`src/rtl/snn_seq_pkg.sv`:
```
// Shared types and window-length selection for the SNN layer sequencer.
// Default sizing macros are supplied here when the surrounding build does not define them.
`ifndef SNN_NUM_SPIKES
`define SNN_NUM_SPIKES 8
`endif
`ifndef SNN_LOG_TIME_PERIOD
`define SNN_LOG_TIME_PERIOD 5
`endif
`ifndef SNN_TIME_PERIOD
`define SNN_TIME_PERIOD 24
`endif
`ifndef SNN_TESTING_PERIOD
`define SNN_TESTING_PERIOD 8
`endif
`ifndef SNN_LOG_NEURONS_PER_LAYER
`define SNN_LOG_NEURONS_PER_LAYER 3
`endif

package snn_seq_pkg;

  localparam int unsigned DEF_NUM_SPIKES = `SNN_NUM_SPIKES;
  localparam int unsigned DEF_TIME_W     = `SNN_LOG_TIME_PERIOD + 1;

  localparam logic MODE_TRAIN = 1'b1;
  localparam logic MODE_TEST  = 1'b0;

  typedef enum logic [1:0] {IDLE, RUN, EMIT} seq_state_t;

  typedef logic [DEF_NUM_SPIKES-1:0][DEF_TIME_W-1:0] spike_vec_t;

  // Window length P for the latched mode.
  function automatic int unsigned window_len(input logic train,
                                             input int unsigned train_len,
                                             input int unsigned test_len);
    return (train == MODE_TRAIN) ? train_len : test_len;
  endfunction

endpackage

```
`src/rtl/snn_layer_sequencer_step_counter.sv`:
```
// Saturating step counter for one time window; last flags step limit-1.
module step_counter #(
  parameter int W = 6
) (
  input  logic         clk,
  input  logic         rst_l,
  input  logic         clear,
  input  logic         enable,
  input  logic [W-1:0] limit,
  output logic [W-1:0] count,
  output logic         last
);

  assign last = (count == (limit - W'(1)));

  // NOTE: sequential state uses non-blocking assignments so every flop samples pre-edge values.
  always_ff @(posedge clk or negedge rst_l) begin
    if (!rst_l) begin
      count <= '0;
    end else if (clear) begin
      count <= '0;
    end else if (enable && !last) begin
      count <= count + W'(1);
    end
  end

endmodule

```
`src/rtl/snn_layer_sequencer.sv`:
```
// Time-base and sample-flow sequencer for one clocked-STDP layer instance.
module snn_layer_sequencer
  import snn_seq_pkg::*;
#(
  parameter int NUM_SPIKES     = `SNN_NUM_SPIKES,
  parameter int TIME_W         = `SNN_LOG_TIME_PERIOD + 1,
  parameter int NEURON_W       = `SNN_LOG_NEURONS_PER_LAYER + 1,
  parameter int TIME_PERIOD    = `SNN_TIME_PERIOD,
  parameter int TESTING_PERIOD = `SNN_TESTING_PERIOD
) (
  input  logic                               clk,
  input  logic                               rst_l,
  input  logic                               in_valid,
  output logic                               in_ready,
  input  logic                               in_train,
  input  logic [NUM_SPIKES-1:0][TIME_W-1:0]  in_spike_times,
  output logic [NUM_SPIKES-1:0][TIME_W-1:0]  layer_spike_times,
  output logic                               layer_training,
  output logic [TIME_W-1:0]                  layer_time_val,
  output logic                               layer_epoch_start,
  input  logic [NEURON_W-1:0]                layer_winning_neuron,
  output logic                               res_valid,
  input  logic                               res_ready,
  output logic [NEURON_W-1:0]                res_neuron,
  output logic [15:0]                        sample_count,
  output logic                               busy
);

  seq_state_t                        state, state_next;
  logic [NUM_SPIKES-1:0][TIME_W-1:0] spikes_q;
  logic                              train_q;
  logic [NEURON_W-1:0]               neuron_q;
  logic [15:0]                       sample_cnt_q;
  logic [TIME_W-1:0]                 step;
  logic [TIME_W-1:0]                 limit;
  logic                              step_last;
  logic                              accept;
  logic                              window_end;

  assign accept     = (state == IDLE) && in_valid;
  assign window_end = (state == RUN) && step_last;
  assign limit      = TIME_W'(window_len(train_q, TIME_PERIOD, TESTING_PERIOD));

  step_counter #(.W(TIME_W)) u_step (
    .clk    (clk),
    .rst_l  (rst_l),
    .clear  (accept),
    .enable (state == RUN),
    .limit  (limit),
    .count  (step),
    .last   (step_last)
  );

  always_ff @(posedge clk or negedge rst_l) begin
    if (!rst_l) state <= IDLE;
    else        state <= state_next;
  end

  // NOTE: defaulting state_next before the case keeps this block free of inferred latches.
  always_comb begin
    state_next = state;
    unique case (state)
      IDLE:    if (in_valid)  state_next = RUN;
      RUN:     if (step_last) state_next = (train_q == MODE_TRAIN) ? IDLE : EMIT;
      EMIT:    if (res_ready) state_next = IDLE;
      default: state_next = IDLE;
    endcase
  end

  always_ff @(posedge clk or negedge rst_l) begin
    if (!rst_l) begin
      spikes_q     <= '0;
      train_q      <= 1'b0;
      neuron_q     <= '0;
      sample_cnt_q <= '0;
    end else begin
      if (accept) begin
        spikes_q <= in_spike_times;
        train_q  <= in_train;
      end
      if (window_end) begin
        sample_cnt_q <= sample_cnt_q + 16'd1;
        if (train_q == MODE_TEST) neuron_q <= layer_winning_neuron;
      end
    end
  end

  // The counter parks at P-1 after a window, so time_val is gated to 0 outside RUN.
  assign layer_time_val    = (state == RUN) ? step : '0;
  assign layer_epoch_start = (state == RUN) && (step == '0);
  assign layer_spike_times = spikes_q;
  assign layer_training    = train_q;
  assign in_ready          = (state == IDLE);
  assign res_valid         = (state == EMIT);
  assign res_neuron        = neuron_q;
  assign sample_count      = sample_cnt_q;
  assign busy              = (state != IDLE);

endmodule

```
`config.mk`:
```
export PLATFORM = sky130hd
export DESIGN_NAME = snn_layer_sequencer
export DESIGN_NICKNAME = d
export VERILOG_FILES = /design/src/rtl/snn_seq_pkg.sv /design/src/rtl/snn_layer_sequencer_step_counter.sv /design/src/rtl/snn_layer_sequencer.sv
export SDC_FILE = /design/constraint.sdc
export NUM_CORES = 1
export LEC_CHECK = 0
export ABC_AREA = 1
export CAP_MARGIN = 20
export CORE_UTILIZATION = 25
export CTS_BUF_LIST = sky130_fd_sc_hd__clkbuf_2 sky130_fd_sc_hd__clkbuf_4 sky130_fd_sc_hd__clkbuf_8
export DETAILED_ROUTE_END_ITERATION = 8
export GPL_TIMING_DRIVEN = 1
export PLACE_DENSITY = 0.59
export SYNTH_ARGS = -nofsm -noshare
export SYNTH_HDL_FRONTEND = slang
export SYNTH_HIERARCHICAL = 1
export SYNTH_SLANG_ARGS = --single-unit
```
`constraint.sdc`:
```
create_clock -name clk -period 2.4 [get_ports clk]
set_clock_uncertainty 0.15 [all_clocks]
set_input_delay 0.72 -clock clk [delete_from_list [all_inputs] [get_ports clk]]
set_output_delay 0.72 -clock clk [all_outputs]
set_load 0.02 [all_outputs]
```
==> metrics.cfg, run 1 <==
[pwr]
switching_power_mw=2.362
internal-power_mw=3.556
pwr-share-comb_pct=48.7
clock_power_share_pct=16.5
power_mw=5.918
ir_drop_mv=0.6193
leakage_nw=2.722
p_per_area_nw_per_um2=1079
p_seq_share_pct=34.8
power.share.switching_pct=39.92

[critical_path]
critPathMaxStageDelay_ns=0.65
cp.required_ns=1.53
worstPathCellList=clkdlybuf4s50_1
worst_r2r_path_depth=16
critical_path_buf_inv_count=1
worstSetupEndpointType=output pin
cp_top_family=buffers and inverters
crit_path_max_fanout=6
rr_endpoint=sample_count[11]
critPathKind=reg -> out
r2r_slack_ns=0.20
worstReg2RegStart=u_step/count[0]
startpoint_type=register
arrival_ns=1.46
slowest_stage=clkdlybuf4s50_1

[clocking]
cts.htree.levels=3
post_cts_resized=21
post_cts_buffers=0
clk_latency_ns=0.36
tritoncts=yes
clock-sinks=77
clk_path_buf_depth=2
holdBufCountCts=0
cts_buffers=9
clockRootBuffer=clkbuf_8
clk_pin_slew_ns=0.08

[drt]
drc_errors=0
wl_microns=9398
firstDrtPassIters=4
ant_nets=0
vias_per_cell=4.221
num_vias=3364
routedWlPerCell_microns=11.79
drt_iter0_markers=113

[logic_synthesis]
postSynthAreaPerCell_sq_um=7.991
synth_top_cell_area_share_pct=52.99
synth_cells=455
syn_area_sq_um=3636
synth_seq_area_share_pct=52.99
yosysWarnings=6
synth-seq-cells=77
synth.area.top_cells=dfrtp_1 (53%), nand2_1 (22%), inv_1 (4.4%)
ys_types=25
synth_top_area_cell=dfrtp_1

[placed_design]
place.gp.congestion=0.8030
dpl.hpwl_microns=7004
dp_cells=781
place_area_sq_um=5324
place_ws_ns=0.05067
numPortBuffers=135

[layout]
most-common-layout-cells=nand2_1 (214), clkdlybuf4s50_1 (123), dfrtp_1 (77)
n_antenna_cell=0
final_cell_area_sq_um=5485
layout-drive-gt1-share_pct=9.724
final_cells=797
layout.core_utilization_pct=39.06
nets=672
area_growth_pct=50.86
num-fill-cells=1397
final_common_cell=nand2_1

[global_route]
grt_overflow_total=0
grt_pass1_wl_microns=15780
antenna_found_initial=0
grt_pass1_vias=3352
grt_usage_pct=13.61
grt_max_degree=51

[timing]
finalCriticalPeriod_ns=2.332
worst_slew_margin_rel_pct=57.42
worstMarginPinSlew_ns=0.6387
fmax_mhz=428.9
fin_crit_sh_pct=97.15
grt_setup_unrepaired=no
holdWs_ns=0.1378
hold_viol=0
fin_ws_ns=0.06849
tns_ns=0
drv_slew=0
setup_viol=0

[floorplanning]
die_x_microns=122.6
core_area_sq_um=14040
row_count=43
start_util_pct=25.89
die_area_sq_um=15030
ioPinCount=136
dieHeight_microns=122.6

[outcome]
status=finished clean

[hold_path]
hp-class=in -> async

[job]
maxCapViolations=0

## synth_stat cells, drive strengths merged
master,count
conb,2
or2,1
nor2,27
inv,47
nand4,16
ha,3
nand2,218
nor4,1
buf,13
dfrtp,77
o21ai,7
o31ai,1
xnor2,6
nand3,25
nor3,3
xor2,8
## routing by layer
metal	global-route usage (%)	wire length, microns
met2	22.58	4508
met3	5.019	680
met4	5.488	128
met1	15.80	4080
met5	0	0
## area by class of cell
cell class	count	area (sq um)	area share, %
clock buffers	10	131.4	2.395
clock inverters	6	63.81	1.163
inverters	47	176.4	3.216
multi-input cells	329	1516	27.65
flip-flops and latches	77	1927	35.13
well taps	180	225.2	4.106
repair buffers	148	1445	26.35
## worst max-delay path by stage
| stage | startpoint | endpoint | slack, ns | cells after the start |
|---|---|---|---|---|
| floorplan | state[1] | layer_epoch_start | 0.15 | 3 |
| global route | u_step/count[1] | sample_count[8] | 0.002 | 15 |
| finish | sample_count[12] | sample_count[12] | 0.07 | 1 |
| detailed placement | state[1] | layer_epoch_start | 0.05 | 4 |
| CTS | state[1] | layer_time_val[0] | 0.005 | 5 |
| global placement | state[1] | layer_epoch_start | 0.08 | 4 |
## kinds of logic (layout without fill, tap and decap cells)
| logic type | after synthesis | after routing | synth area share (%) |
|---|---|---|---|
| adders and majority gates | 3 | 3 | 1.032 |
| other | 2 | 13 | 0.2065 |
| xor gates and xnor gates | 14 | 14 | 3.372 |
| and+or+nand+nor | 291 | 291 | 34.17 |
| DFF | 77 | 77 | 52.99 |
| buffers and inverters | 60 | 211 | 6.641 |
| AOI/OAI and AO/OA | 8 | 8 | 1.583 |
## state kept, by name (all words and copies together), names as in the netlist
| name | count |
|---|---|
| layer_training | 1 |
| res_neuron | 4 |
| u_step/count | 6 |
| layer_spike_times | 48 |
| state | 2 |
| sample_count | 16 |
## power by group through the flow
stage | Combinational (mW) | Sequential, mW | Clock [mW]
final | 2.88 | 2.06 | 0.976
after global routing | 3.16 | 2.12 | 1.08
after CTS | 2.93 | 2.06 | 1.04
after detailed placement | 2.97 | 2.07 | 0
after global placement | 2.93 | 2.06 | 0
after floorplan | 0.968 | 2.61 | 0
No activity file was read; power rests on OpenSTA's default activity.
==> inputs of run 2 (changes only) <==
Settings changed: GPL_ROUTABILITY_DRIVEN from default to 1.
==> results of run 2 <==
No change in the layout: final DEF, timing and power equal those of run 1.
